--- src/rtl/smart_house_pkg.sv ---
// Shared SmartHouse definitions: arbiter FSM states, grant encodings and
// the default end-of-word character.
package smart_house_pkg;

    typedef enum logic [1:0] {
        IDLE    = 2'd0,
        CLEAR   = 2'd1,
        STREAM  = 2'd2,
        RELEASE = 2'd3
    } arb_state_e;

    localparam logic [7:0] TERMINATOR_DEFAULT = 8'h2E;  // "."

    localparam logic [1:0] GRANT_NONE = 2'b00;
    localparam logic [1:0] GRANT_CH0  = 2'b01;
    localparam logic [1:0] GRANT_CH1  = 2'b10;

    // One-hot grant for a channel index (0 = keypad, 1 = remote link).
    function automatic logic [1:0] grant_of(input logic ch);
        return ch ? GRANT_CH1 : GRANT_CH0;
    endfunction

endpackage

--- src/rtl/word_guard_counter.sv ---
// Word guard: tracks characters in the current word and consecutive
// stalled cycles. Both counters saturate and are cleared while clr is high.
// overlength / timeout are look-ahead flags for the current cycle, so the
// arbiter can leave STREAM on the very transfer (or stall) that hits a limit.
module word_guard_counter
    import smart_house_pkg::*;
#(
    parameter int unsigned TIMEOUT = 255,
    parameter int unsigned MAX_LEN = 16
) (
    input  logic clock,
    input  logic reset,
    input  logic xfer,
    input  logic clr,
    output logic overlength,
    output logic timeout
);

    localparam logic [7:0] LEN_LIMIT  = 8'(MAX_LEN);
    localparam logic [7:0] IDLE_LIMIT = 8'(TIMEOUT);

    logic [7:0] len_q,  len_d;
    logic [7:0] idle_q, idle_d;

    // Next counter values: transfers bump len and clear idle, stalls bump idle.
    always_comb begin
        // NOTE: every variable gets a default first so no path leaves it unassigned (no latch).
        len_d  = len_q;
        idle_d = idle_q;
        if (clr) begin
            len_d  = 8'd0;
            idle_d = 8'd0;
        end else if (xfer) begin
            len_d  = (len_q == LEN_LIMIT) ? len_q : len_q + 8'd1;
            idle_d = 8'd0;
        end else begin
            idle_d = (idle_q == IDLE_LIMIT) ? idle_q : idle_q + 8'd1;
        end
    end

    // This transfer makes the word MAX_LEN long.
    assign overlength = !clr && xfer && (len_q >= LEN_LIMIT - 8'd1);
    // This stalled cycle is the TIMEOUT-th in a row.
    assign timeout    = !clr && !xfer && (idle_q >= IDLE_LIMIT - 8'd1);

    // Counter registers.
    always_ff @(posedge clock or posedge reset) begin
        if (reset) begin
            len_q  <= 8'd0;
            idle_q <= 8'd0;
        end else begin
            // NOTE: sequential state uses non-blocking assignment so all registers update together.
            len_q  <= len_d;
            idle_q <= idle_d;
        end
    end

endmodule

--- src/rtl/cmd_source_arbiter.sv ---
// Command source arbiter: lends the single command-word recognizer to the
// wall keypad (channel 0) or the remote link (channel 1) for one whole word,
// clearing the recognizer first and aborting words that stall or overrun.
module cmd_source_arbiter
    import smart_house_pkg::*;
#(
    parameter int unsigned TIMEOUT    = 255,
    parameter int unsigned MAX_LEN    = 16,
    parameter logic [7:0]  TERMINATOR = TERMINATOR_DEFAULT
) (
    input  logic       clock,
    input  logic       reset,
    input  logic       req0_valid,
    input  logic [7:0] req0_char,
    output logic       req0_ready,
    input  logic       req1_valid,
    input  logic [7:0] req1_char,
    output logic       req1_ready,
    output logic       rec_valid,
    output logic [7:0] rec_char,
    input  logic       rec_ready,
    output logic       rec_clear,
    output logic [1:0] grant,
    output logic       busy,
    output logic       abort
);

    arb_state_e state_q, state_d;
    logic       owner_q, owner_d;          // channel holding the recognizer
    logic       last_grant_q, last_grant_d; // channel that finished most recently
    logic [1:0] grant_q, grant_d;
    logic       busy_q, busy_d;
    logic       rec_clear_q, rec_clear_d;
    logic       abort_q, abort_d;

    logic       word_kill;
    logic       pick;
    logic       sel_valid;
    logic [7:0] sel_char;
    logic       xfer;
    logic       is_term;
    logic       overlength;
    logic       timeout;

    // On a tie the channel that did not finish last wins.
    assign pick      = (req0_valid && req1_valid) ? ~last_grant_q : req1_valid;
    assign sel_valid = owner_q ? req1_valid : req0_valid;
    assign sel_char  = owner_q ? req1_char  : req0_char;
    assign xfer      = (state_q == STREAM) && sel_valid && rec_ready;
    assign is_term   = (sel_char == TERMINATOR);

    word_guard_counter #(
        .TIMEOUT (TIMEOUT),
        .MAX_LEN (MAX_LEN)
    ) u_guard (
        .clock      (clock),
        .reset      (reset),
        .xfer       (xfer),
        .clr        (state_q != STREAM),
        .overlength (overlength),
        .timeout    (timeout)
    );

    // State, owner and registered outputs.
    always_ff @(posedge clock or posedge reset) begin
        if (reset) begin
            state_q      <= IDLE;
            owner_q      <= 1'b0;
            last_grant_q <= 1'b1;
            grant_q      <= GRANT_NONE;
            busy_q       <= 1'b0;
            rec_clear_q  <= 1'b0;
            abort_q      <= 1'b0;
        end else begin
            state_q      <= state_d;
            owner_q      <= owner_d;
            last_grant_q <= last_grant_d;
            grant_q      <= grant_d;
            busy_q       <= busy_d;
            rec_clear_q  <= rec_clear_d;
            abort_q      <= abort_d;
        end
    end

    // Next-state: grant in IDLE, clear, stream until terminator or a guard trips.
    always_comb begin
        state_d      = state_q;
        owner_d      = owner_q;
        last_grant_d = last_grant_q;
        word_kill    = 1'b0;
        unique case (state_q)
            IDLE: begin
                if (req0_valid || req1_valid) begin
                    owner_d = pick;
                    state_d = CLEAR;
                end
            end
            CLEAR: state_d = STREAM;
            STREAM: begin
                // A terminator always ends the word normally, even on the last allowed slot.
                if (xfer && is_term) begin
                    state_d = RELEASE;
                end else if (overlength || timeout) begin
                    state_d   = RELEASE;
                    word_kill = 1'b1;
                end
            end
            RELEASE: begin
                last_grant_d = owner_q;
                state_d      = IDLE;
            end
            default: state_d = IDLE;
        endcase
    end

    // Outputs: handshake mux is combinational, the rest is set up for the next cycle.
    always_comb begin
        rec_valid  = 1'b0;
        rec_char   = 8'h00;
        req0_ready = 1'b0;
        req1_ready = 1'b0;
        if (state_q == STREAM) begin
            rec_valid = sel_valid;
            rec_char  = sel_char;
            if (owner_q) begin
                req1_ready = rec_ready;
            end else begin
                req0_ready = rec_ready;
            end
        end
        grant_d     = ((state_d == CLEAR) || (state_d == STREAM)) ? grant_of(owner_d) : GRANT_NONE;
        busy_d      = (state_d != IDLE);
        abort_d     = word_kill;
        rec_clear_d = (state_d == CLEAR) || word_kill;
    end

    assign grant     = grant_q;
    assign busy      = busy_q;
    assign rec_clear = rec_clear_q;
    assign abort     = abort_q;

endmodule

--- config.mk ---
export PLATFORM = sky130hd
export DESIGN_NAME = cmd_source_arbiter
export DESIGN_NICKNAME = d
export VERILOG_FILES = /design/src/rtl/smart_house_pkg.sv /design/src/rtl/word_guard_counter.sv /design/src/rtl/cmd_source_arbiter.sv
export SDC_FILE = /design/constraint.sdc
export NUM_CORES = 1
export LEC_CHECK = 0
export BUFFER_PORTS_ARGS = -buffer_cell sky130_fd_sc_hd__buf_2
export CORE_ASPECT_RATIO = 2
export CORE_UTILIZATION = 30
export DETAILED_ROUTE_END_ITERATION = 8
export MAX_ROUTING_LAYER = met4
export SLEW_MARGIN = 40
export SYNTH_ARGS = -nofsm -noshare
export SYNTH_HDL_FRONTEND = slang
export SYNTH_SLANG_ARGS = --single-unit
--- constraint.sdc ---
create_clock -name clock -period 4.3 [get_ports clock]
set_clock_uncertainty 0.1 [all_clocks]
set_input_delay 0.645 -clock clock [delete_from_list [all_inputs] [get_ports clock]]
set_output_delay 0.645 -clock clock [all_outputs]
set_load 0.02 [all_outputs]
### Yosys cells after proc, flatten, opt, wreduce, memory -nomap -nowiden

Index checks and enable logic that the tools add are counted.

* latch bits: 0
* register bits after elaboration: 25
* memory bits (writable): 0
* bits in read-only memories: 0
* memories: 0
* logic and storage cells: 69

* shift-type cells: 0
* order comparisons: 2
* bitwise operators: 1
* reduce and logical (&&, ||, !) cells: 18
* eq/ne operators: 11
* divide/modulo/power cells: 0
* multiply operators: 0
* add/sub/neg operators: 2
* mux-type cells: 26

Operator list (count)
* 8-bit two-way mux: 8
* 8-bit by 1-bit adder with 8-bit output (second input constant): 2
* 1-bit two-way mux: 12
* 2-bit two-way mux: 5
* 8-bit by 5-bit == test with 1-bit output (second input constant): 1
* 8-bit by 6-bit == test with 1-bit output (second input constant): 1
* 8-bit == test (second input constant): 1
* 8-bit by 4-bit greater-or-equal comparator with 1-bit output (second input constant): 1
* 8-bit greater-or-equal comparator (second input constant): 1
* 1-bit logical AND: 8
* 2-bit case mux with 4 select lines: 1
* 2-bit == test (second input constant): 3
* 2-bit by 1-bit == test with 1-bit output (second input constant): 2
* 1-bit logical OR: 4
* 2-bit nonzero test: 2
* 3-bit by 1-bit != test with 1-bit output (second input constant): 1
* 1-bit logical NOT: 2
* 2-bit logical NOT: 1
* 2-bit by 1-bit != test with 1-bit output (second input constant): 1
* 2-bit != test (second input constant): 1
* 2-bit AND reduction: 1
* 1-bit inverter: 1

### Logic depth before layout (Yosys ltp)

Gate-level depths: netlist (run 1).

* depth after elaboration: 13
* mapped depth: 9
* gate-level depth less buffers: 8

### Cells and area by module

From an unflattened synthesis (run 1), not the netlist that was laid out.

* cell total of the unflattened synthesis: 162
* area total of the unflattened synthesis: 1585.3 µm²

By module, submodules not included
* word_guard_counter: area an instance 924.6 µm², cells each 94, sequential area each 400.4 µm², instances 1
* cmd_source_arbiter: area an instance 660.6 µm², cells each 68, sequential area each 226.5 µm², instances 1

### Worst setup path before layout (run 1)

Ideal clock, no wire load.

* path kind: in2reg
* from: input port req0_char[0]
* to: register grant_q[1], in the netlist grant[1]
* slack: 1956 ps
* stages: 5
* library setup time: 119 ps
* data arrival time: 2125 ps
* cell sequence: or4_1 -> a221o_1 -> a31o_1 -> ha_1 -> and2_1

* cells in the longest elaborated chain, start to end: 8

Ends and longest elaborated chain
* start, declared: RTL line cmd_source_arbiter.sv:14 `input logic [7:0] req0_char,`
* 8-bit two-way mux *: RTL line cmd_source_arbiter.sv:48 `assign sel_char = owner_q ? req1_char : req0_char;`
* 8-bit by 6-bit == test with 1-bit output *: RTL line cmd_source_arbiter.sv:50 `assign is_term = (sel_char == TERMINATOR);`
* 1-bit logical AND *: RTL line cmd_source_arbiter.sv:101 `if (xfer && is_term) begin`
* 2-bit two-way mux *: RTL line cmd_source_arbiter.sv:101
* 2-bit case mux with 4 select lines *: RTL line cmd_source_arbiter.sv:91 `unique case (state_q)`
* 2-bit by 1-bit == test with 1-bit output or 2-bit == test (tied branches): RTL line cmd_source_arbiter.sv:131 `grant_d = ((state_d == CLEAR) || (state_d == STREAM)) ? grant_of(owner_d) : GRANT_NONE;`
* 1-bit logical OR *: RTL line cmd_source_arbiter.sv:131
* 2-bit two-way mux *: RTL line cmd_source_arbiter.sv:131
* net grant_d[1]: RTL line cmd_source_arbiter.sv:31 `logic [1:0] grant_q, grant_d;`
* end signal, assigned: RTL line cmd_source_arbiter.sv:78 `grant_q <= grant_d;`
* end, declared: RTL line cmd_source_arbiter.sv:31

The timed path passes the listed nets; every way through them passes the cells marked *.
A chain may end at the register's enable or synchronous reset.

### Final worst setup path (run 1)

* from: register state_q[0]
* to: output port rec_char[5]

* cells in the longest elaborated chain, start to end: 2

Ends and longest elaborated chain
* start, declared: RTL line cmd_source_arbiter.sv:28 `arb_state_e state_q, state_d;`
* start signal, assigned: RTL line cmd_source_arbiter.sv:75 `state_q <= state_d;`
* 2-bit == test: RTL line cmd_source_arbiter.sv:122 `if (state_q == STREAM) begin`
* 8-bit two-way mux: RTL line cmd_source_arbiter.sv:122
* end, declared: RTL line cmd_source_arbiter.sv:20 `output logic [7:0] rec_char,`

No other way between the ends.

==> flow_summary.ini, run 1 <==
[status]
status = finished, final reports clean

[yosys]
synth_ff_type = dfrtp_1
synth_fp_nets = 199
postSynthAreaPerCell_sq_um = 9.205
ys_seq_area_share_pct = 40.53
async_flop_share_pct = 100.0
yosysWarnings = 0
synth.cell_area_sq_mm = 0.001546
netlist_instances = 168
synth_cell_types = 37
synth-edff-count = 0
synth_seq_cells = 25

[setup_path]
critical_path_class = reg2out
cp.arrival_ps = 2090
cp_max_fo = 17
worstSetupStartpointType = register
cp.required_ps = 3560
endpoint_kind = output pin

[drt]
dr_total_vias = 1309
drc = 0
wl_per_cell_microns = 13.20
drt-total-wl_microns = 3419
ant_nets = 0
firstDrtPassIters = 4
drtIter0Drc = 17
viasPerCell = 5.054

[sta]
min_period_ps = 2834
slew_viol_final = 0
hold_viol = 0
fin_ws_ps = 1466
fmax_mhz = 352.9
slew_headroom_pct = 54.93
setup_viol = 0
setup_tns_ps = 0
rsz0062_at_grt = false
fin_crit_sh_pct = 65.90
worstMarginPinSlew_ps = 676.1

[cts]
clk_pin_slew_ps = 90
post_cts_buffers = 0
cts_buffers = 3
insertion_delay_ps = 270
postCtsHoldBufs = 0
cts-resized-gates = 0
max-clock-path-buffers = 2
cts_tree = done
cts_root_buf = clkbuf_8
cts.sinks = 25
htreeDepth = 1

[placed_design]
post-place-ws_ps = 1753
place_inst = 255
place_congestion = 0.8114
dp_hpwl_microns = 2673
io_buffers = 36

[global_route]
antenna_found_initial = 0
grt_start_max_net_pins = 26
grt_pass1_wl_microns = 5720
grt_pass1_vias = 1372
gr-total-overflow = 0
track_usage_pct = 14.05

[power]
power_density_mw_per_mm2 = 540.5
power_mw = 0.9833
max-vdd-ir-drop_mv = 0.2590
p_leak_nw = 0.9006

[floorplanning]
initial_core_util_pct = 31.50
io_pins = 37
rows = 36
core_sq_mm = 0.004910
die-width_microns = 52.77
die_h_microns = 103.5
die-area_sq_mm = 0.005464

[layout]
n_antenna_cell = 0
area_growth_pct = 17.64
final_cell_mix = 36 x buf_2, 24 x dfrtp_1, 22 x nor2_1
final_common_cell = buf_2
final_cells = 259
fin_nets = 234
drive_gt1_share_pct = 23.27

[run]
maxCapViolCount = 0

[worst_hold_path]
worstHoldPathType = in2async
[synth_stat cells, drive strengths merged, types with 4 or more instances]
master / n / share of area [%]
a211oi: 5 / 2.4
nor2: 22 / 5.3
nand2: 15 / 3.6
and3: 4 / 1.6
nor3: 5 / 1.6
nand3: 5 / 1.6
inv: 13 / 3.2
o21ai: 4 / 1.3
ha: 10 / 8.1
a31o: 4 / 2.3
dfrtp: 24 / 39
mux2i: 15 / 9.7
nand4: 5 / 2.0
[worst max-delay path: stages (launching register included)]
cell and delay (ps):
dfrtp_1 420, inv_1 110, ha_1 530, inv_1 390, nor2_1 180, buf_2 180
[power breakdown]
part,total [mW],internal (mW),switching (mW)
clock network,0.144,0.0657,0.0781
registers,0.351,0.289,0.0617
logic,0.488,0.191,0.297
[kinds of logic after synthesis]
kind of cell	synth area share, %
xor gates and xnor gates	1.699
and+or+nand+nor	22.90
muxes	11.16
adders and majority gates	8.091
DFF	40.53
AOI/OAI and AO/OA	10.44
buffers and inverters	5.178
[metal layers]
| metal | up-vias | GRT usage, % | routed length [microns] |
|---|---|---|---|
| met2 | 29 | 27.67 | 2064 |
| met3 | 4 | 1.322 | 72 |
| met5 | - | - | 0 |
| met1 | 623 | 12.44 | 1223 |
| met4 | 0 | 5.263 | 58 |
| li1 | 653 | - | - |
[stage by stage]
step	instance area [sq um]	hold WS [ps]	util (%)
final	1819	296.8	37.05
after global placement	1767	421.4	35.98
after detailed placement	1770	436.3	36.06
after global routing	1819	337.6	37.05
after floorplan	1546	407.9	-
after CTS	1819	320.4	37.05
[worst paths after layout]
check                                             start                            end  slack (ps)  depth (start not counted)
max in group asynchronous                         reset       last_grant_q$_DFFE_PP1N_        3430                          2
setup reg to reg                      owner_q$_DFF_PP0_             grant[1]$_DFF_PP0_        1790                          5
hold reg to reg            u_guard.len_q[7]$_DFFE_PP0P_   u_guard.len_q[7]$_DFFE_PP0P_         450                          2
min in group clock         u_guard.len_q[7]$_DFFE_PP0P_   u_guard.len_q[7]$_DFFE_PP0P_         450                          2
hold / removal                                    reset  u_guard.idle_q[4]$_DFFE_PP0P_         300                          2
setup / recovery                   state_q[0]$_DFF_PP0_                    rec_char[5]        1470                          5
[state kept, by name, indices dropped and copies added, names as in the netlist]
name            count
u_guard.idle_q      8
u_guard.len_q       8
grant               2
state_q             2
abort               1
busy                1
last_grant_q        1
owner_q             1
rec_clear           1
[layout make-up]
cell class | count | area, sq um
fillers | 541 | 3090
multi-input cells | 124 | 843.3
flip-flops and latches | 25 | 626.9
repair buffers | 36 | 180.2
well taps | 57 | 71.32
inverters | 13 | 48.80
clock buffers | 3 | 41.29
clock inverters | 1 | 7.507
Power figures use the tool's default switching activity.
==> inputs of run 2 (changes only) <==
--- a/config.mk
+++ b/config.mk
@@ -5,6 +5,7 @@
 export SDC_FILE = /design/constraint.sdc
 export NUM_CORES = 1
 export LEC_CHECK = 0
+export ABC_AREA = 1
 export BUFFER_PORTS_ARGS = -buffer_cell sky130_fd_sc_hd__buf_2
 export CORE_ASPECT_RATIO = 2
 export CORE_UTILIZATION = 30
==> constraint.sdc (replaced) <==
create_clock -name clock -period 2.4 [get_ports clock]
set_clock_uncertainty 0.1 [all_clocks]
set_input_delay 0.36 -clock clock [delete_from_list [all_inputs] [get_ports clock]]
set_output_delay 0.36 -clock clock [all_outputs]
set_load 0.02 [all_outputs]
==> run 2 against run 1 <==
Against the previous run:
- sequential share of layout area fell by 2.2 points
- synthesized cell count up 29%
- clock-buffer cell count did not move
- via count grew 14%
- global-route usage down 0.68 points
- cell count is 22% higher
- largest cell class unchanged
- die area up 5.8%
- wire length rose by 0.94%
- worst setup slack got worse by 1200 ps
- critical path depth up 1
- critical endpoint is now req0_ready
- sequential power rose by 63%
- clock power is 76% higher
==> flow_summary.ini, run 2 <==
[yosys]
synth_xor_area_share_pct = 2.137
yosys.area_share.simple_pct = 28.70
synth_mux_area_share_pct = 0
synth_fp_nets = 248
synth-adder-area-share_pct = 7.634
yosysMostFrequentCell = nand2_1
yosysTopAreaCell = dfrtp_1
synth-edff-count = 0
synth_seq_cells = 25
netlist_instances = 217
async_flop_share_pct = 100.0
synth_top_cell_area_share_pct = 36.64
synth_ff_type = dfrtp_1
synth_top_family_by_area = simple AND/OR/NAND/NOR gates
synth.cell_area_sq_mm = 0.001639
postSynthAreaPerCell_sq_um = 7.553
ys_seq_area_share_pct = 38.24
yosysWarnings = 0
synth_common_cells = 60 x nand2_1, 34 x inv_1, 24 x dfrtp_1, 16 x nor2_1, 11 x nand3_1
synth_cell_types = 38
netlist_top_cells_area = dfrtp_1 37%, nand2_1 14%, inv_1 7.8%, ha_1 7.6%, nor2_1 3.7%
synth_compound_area_share_pct = 12.37

[setup_path]
cp.arrival_ps = 1680
critical_path_class = reg2out
cp_max_fo = 13
cp.required_ps = 1940
ff2ff_path_depth = 14
worstSetupStartpointType = register
endpoint_kind = output pin

[layout]
fin_nets = 290
n_antenna_cell = 0
final_cell_mix = 60 x nand2_1, 36 x buf_2, 34 x inv_1
final_common_cell = nand2_1
reg_top3 = u_guard.idle_q: 8 flops, u_guard.len_q: 8 flops
final_cells = 316
area_growth_pct = 18.63
drive_gt1_share_pct = 24.42

[status]
status = finished, final reports clean

[floorplanning]
initial_core_util_pct = 31.61
die-width_microns = 54.27
io_pins = 37
die-area_sq_mm = 0.005781
rows = 37
die_h_microns = 106.5
core_sq_mm = 0.005185

[placed_design]
place_inst = 312
post-place-ws_ps = 375.6
io_buffers = 36
dp_hpwl_microns = 2730
place_congestion = 0.7769

[global_route]
track_usage_pct = 13.36
grt_pass1_wl_microns = 5713
grt_pass1_vias = 1413
grt_start_max_net_pins = 26
gr-total-overflow = 0
antenna_found_initial = 0

[cts]
insertion_delay_ps = 270
max-clock-path-buffers = 2
cts_root_buf = clkbuf_8
postCtsHoldBufs = 0
htreeDepth = 1
post_cts_buffers = 0
cts_buffers = 3
clk_pin_slew_ps = 90
cts-resized-gates = 0
cts_tree = done
cts.sinks = 25

[sta]
setup_viol = 0
slew_viol_final = 0
worstMarginPinSlew_ps = 468.9
hold_viol = 0
fin_ws_ps = 255.1
setup_tns_ps = 0
slew_headroom_pct = 68.45
rsz0062_at_grt = false
fmax_mhz = 466.2
fin_crit_sh_pct = 89.37
min_period_ps = 2145

[drt]
ant_nets = 0
viasPerCell = 4.712
drtIter0Drc = 25
wl_per_cell_microns = 10.92
firstDrtPassIters = 2
drt-total-wl_microns = 3451
dr_total_vias = 1489
drc = 0

[worst_hold_path]
worstHoldPathType = in2async

[power]
pwr-share-clk_pct = 13.7
power_density_mw_per_mm2 = 950.7
p_leak_nw = 1.038
combPwrFrac_pct = 55.4
intPower_mw = 0.9849
netSwitchingFraction_pct = 46.72
seqPwrFrac_pct = 30.9
max-vdd-ir-drop_mv = 0.4973
p_sw_mw = 0.8637

[run]
maxCapViolCount = 0
-- run 2: changes by cell type after synthesis, moves of 3 or more --
cell / previous run / this run
inv_1: 13 / 34
o31ai_1: 0 / 3
a21oi_1: 3 / 9
mux2i_1: 15 / 0
xor2_1: 0 / 3
nor2_1: 22 / 16
nand4_1: 5 / 2
nand2b_1: 3 / 0
a211oi_1: 5 / 1
nand3_1: 5 / 11
and3_1: 4 / 0
nand2_1: 15 / 60
or3_1: 3 / 0
-- run 2: worst paths after layout --
check | start | end | slack [ps]
setup / recovery | state_q[0]$_DFF_PP0_ | req0_ready | 260
hold / removal | reset | u_guard.idle_q[4]$_DFFE_PP0P_ | 30
setup reg to reg | state_q[0]$_DFF_PP0_ | grant[1]$_DFF_PP0_ | 390
hold reg to reg | last_grant_q$_DFFE_PP1N_ | last_grant_q$_DFFE_PP1N_ | 410
max in group asynchronous | reset | last_grant_q$_DFFE_PP1N_ | 1880
min in group clock | req1_valid | owner_q$_DFF_PP0_ | 360
-- run 2: area by class of cell --
type | count | area [sq um]
Timing Repair Buffer | 41 | 217.7
Inverter | 38 | 147.6
Clock buffer | 3 | 41.29
Clock inverter | 1 | 5.005
Multi-Input combinational cell | 150 | 833.3
Tap cell | 58 | 72.57
Fill cell | 578 | 3241
Sequential cell | 25 | 626.9
-- run 2: power by group through the flow --
stage	combinational (mW)	sequential (mW)	clock, mW
finish	1.02	0.571	0.253
global route	1.17	0.585	0.282
CTS	1.05	0.574	0.262
detailed placement	1.04	0.582	0
global placement	1.03	0.582	0
floorplan	0.733	0.604	0
-- run 2: cell families (layout without fill, tap and decap cells) --
| family | Yosys count | in the layout |
|---|---|---|
| adders and majority gates | 10 | 10 |
| AOI/OAI and AO/OA | 31 | 31 |
| DFF | 25 | 25 |
| buffers and inverters | 42 | 83 |
| and+or+nand+nor | 105 | 105 |
| xor gates and xnor gates | 4 | 4 |
-- run 2: stage by stage --
step,hold slack [ps],instance area [sq um],utilization (%),power (mW)
CTS,36.54,1944,37.50,1.882
global route,57.12,1944,37.50,2.039
finish,27.11,1944,37.50,1.849
floorplan,286.6,1639,-,1.337
global placement,334.9,1898,36.61,1.612
detailed placement,335.4,1898,36.61,1.621
-- run 2: layer usage --
metal  GRT usage (%)  share of wire, %
met3           1.431               3.4
met5               -                 0
met4           4.396              0.90
met2           25.26                56
met1           12.98                40
-- run 2: worst max-delay path: stages (launching register included) --
cell and delay, ps:
dfrtp_1 390, inv_1 130, ha_1 240, inv_1 100
buf_4 190, nor3_1 170, buf_2 190
==> inputs of run 3 (changes only) <==
--- a/config.mk
+++ b/config.mk
@@ -10,7 +10,6 @@
 export CORE_ASPECT_RATIO = 2
 export CORE_UTILIZATION = 30
 export DETAILED_ROUTE_END_ITERATION = 8
-export MAX_ROUTING_LAYER = met4
 export SLEW_MARGIN = 40
 export SYNTH_ARGS = -nofsm -noshare
 export SYNTH_HDL_FRONTEND = slang
==> run 3 against run 2 <==
Against the previous run:
- clock-buffer cell count unchanged
- first-iteration DRC count unchanged
- total power unchanged
- sequential share of layout area unchanged
==> flow_summary.ini, run 3 (synthesis results as in run 2) <==
[cts]
clk_pin_slew_ps = 90
cts-resized-gates = 0
cts.sinks = 25
post_cts_buffers = 0
cts_buffers = 3
cts_root_buf = clkbuf_8
postCtsHoldBufs = 0
max-clock-path-buffers = 2
insertion_delay_ps = 270
htreeDepth = 1
cts_tree = done

[drt]
wl_per_cell_microns = 10.93
ant_nets = 0
drc = 0
drtIter0Drc = 25
firstDrtPassIters = 2
drt-total-wl_microns = 3453
viasPerCell = 4.712
dr_total_vias = 1489

[layout]
final_cells = 316
area_growth_pct = 18.63
drive_gt1_share_pct = 24.42
n_fill_cell = 578
fin_nets = 290
n_antenna_cell = 0
final_common_cell = nand2_1
final_cell_mix = 60 x nand2_1, 36 x buf_2, 34 x inv_1
reg_top3 = u_guard.idle_q: 8 flops, u_guard.len_q: 8 flops

[sta]
slew_headroom_pct = 68.45
min_period_ps = 2145
slew_viol_final = 0
fmax_mhz = 466.2
rsz0062_at_grt = false
fin_crit_sh_pct = 89.37
setup_tns_ps = 0
setup_viol = 0
worstMarginPinSlew_ps = 468.9
hold_viol = 0

[placed_design]
place_congestion = 0.7667
place_inst = 312
io_buffers = 36
dp_hpwl_microns = 2730

[worst_hold_path]
worstHoldPathType = in2async

[setup_path]
cp_slowest_cell = dfrtp_1
critical_path_class = reg2out
cp.arrival_ps = 1680
cp.required_ps = 1940
worstSetupStartpointType = register
r2r-start = state_q[0]$_DFF_PP0_
max_stage_delay_ps = 390
cp_max_fo = 13
ff2ff_path_depth = 14
crit_chain = inv_1 -> ha_1 -> inv_1 -> buf_4 -> nor3_1 -> buf_2
rrSetupSlack_ps = 390
crit_top_cell = inv_1
r2r_end = grant[1]$_DFF_PP0_
endpoint_kind = output pin

[global_route]
grt_pass1_wl_microns = 5720
grt_use_met1_pct = 12.98
antenna_found_initial = 0
track_usage_pct = 13.03
gr-total-overflow = 0
grt_pass1_vias = 1412
grt_start_max_net_pins = 26
use_met2_pct = 25.26
use_met3_pct = 1.431
busiest_layer = met2

[floorplanning]
core_sq_mm = 0.005185
io_pins = 37
initial_core_util_pct = 31.61
die_h_microns = 106.5
die-width_microns = 54.27
die-area_sq_mm = 0.005781
rows = 37

[power]
power_density_mw_per_mm2 = 950.7
max-vdd-ir-drop_mv = 0.4973
p_leak_nw = 1.038
power_mw = 1.849

[status]
status = finished, final reports clean

[run]
maxCapViolCount = 0
==> run 3: how the worst max path moves through the flow <==
| stage | from | to | slack, ps | cells after the start |
|---|---|---|---|---|
| 3_5_place_dp | state_q[0]$_DFF_PP0_ | grant[1]$_DFF_PP0_ | 380 | 14 |
| 4_1_cts | state_q[0]$_DFF_PP0_ | req0_ready | 240 | 6 |
| 3_3_place_gp | state_q[0]$_DFF_PP0_ | grant[1]$_DFF_PP0_ | 450 | 14 |
| 6_report | state_q[0]$_DFF_PP0_ | req0_ready | 260 | 6 |
| 5_1_grt | state_q[0]$_DFF_PP0_ | req0_ready | 90 | 6 |
| 2_1_floorplan | state_q[0]$_DFF_PP0_ | grant[1]$_DFF_PP0_ | 300 | 15 |
==> run 3: area by class of cell <==
type / count / area (sq um) / share of cell area, %
clock buffer: 3 / 41.29 / 2.124
clock inverter: 1 / 5.005 / 0.2574
inverter: 38 / 147.6 / 7.593
multi-input combinational: 150 / 833.3 / 42.86
sequential: 25 / 626.9 / 32.24
tap: 58 / 72.57 / 3.732
timing repair buffer: 41 / 217.7 / 11.20
==> run 3: worst max-delay path, delay by kind of cell, from the launching register on <==
kind	cells	cell delay (ps)
flops	1	390
fa+ha+maj	1	240
simple gates	1	170
buf+inv	4	610
==> run 3: routing by layer <==
layer  share of wire, %  vias to the layer above
met5                  0                        -
met2                 56                       24
met4               0.93                        0
met1                 40                      697
met3                3.4                        2
li1                   -                      766
==> run 3: through the flow <==
step	area, sq um	hold slack [ps]	utilization [%]	setup slack, ps
floorplan	1639	286.6	-	297.0
global placement	1898	334.9	36.61	453.5
detailed placement	1898	335.4	36.61	375.6
CTS	1944	36.54	37.50	240.7
global route	1944	57.11	37.50	91.73
finish	1944	27.14	37.50	255.1
==> run 3: where the power goes <==
group	total, mW	internal, mW	switching [mW]
clock	0.253	0.116	0.137
sequential	0.571	0.517	0.0541
combinational	1.02	0.352	0.672
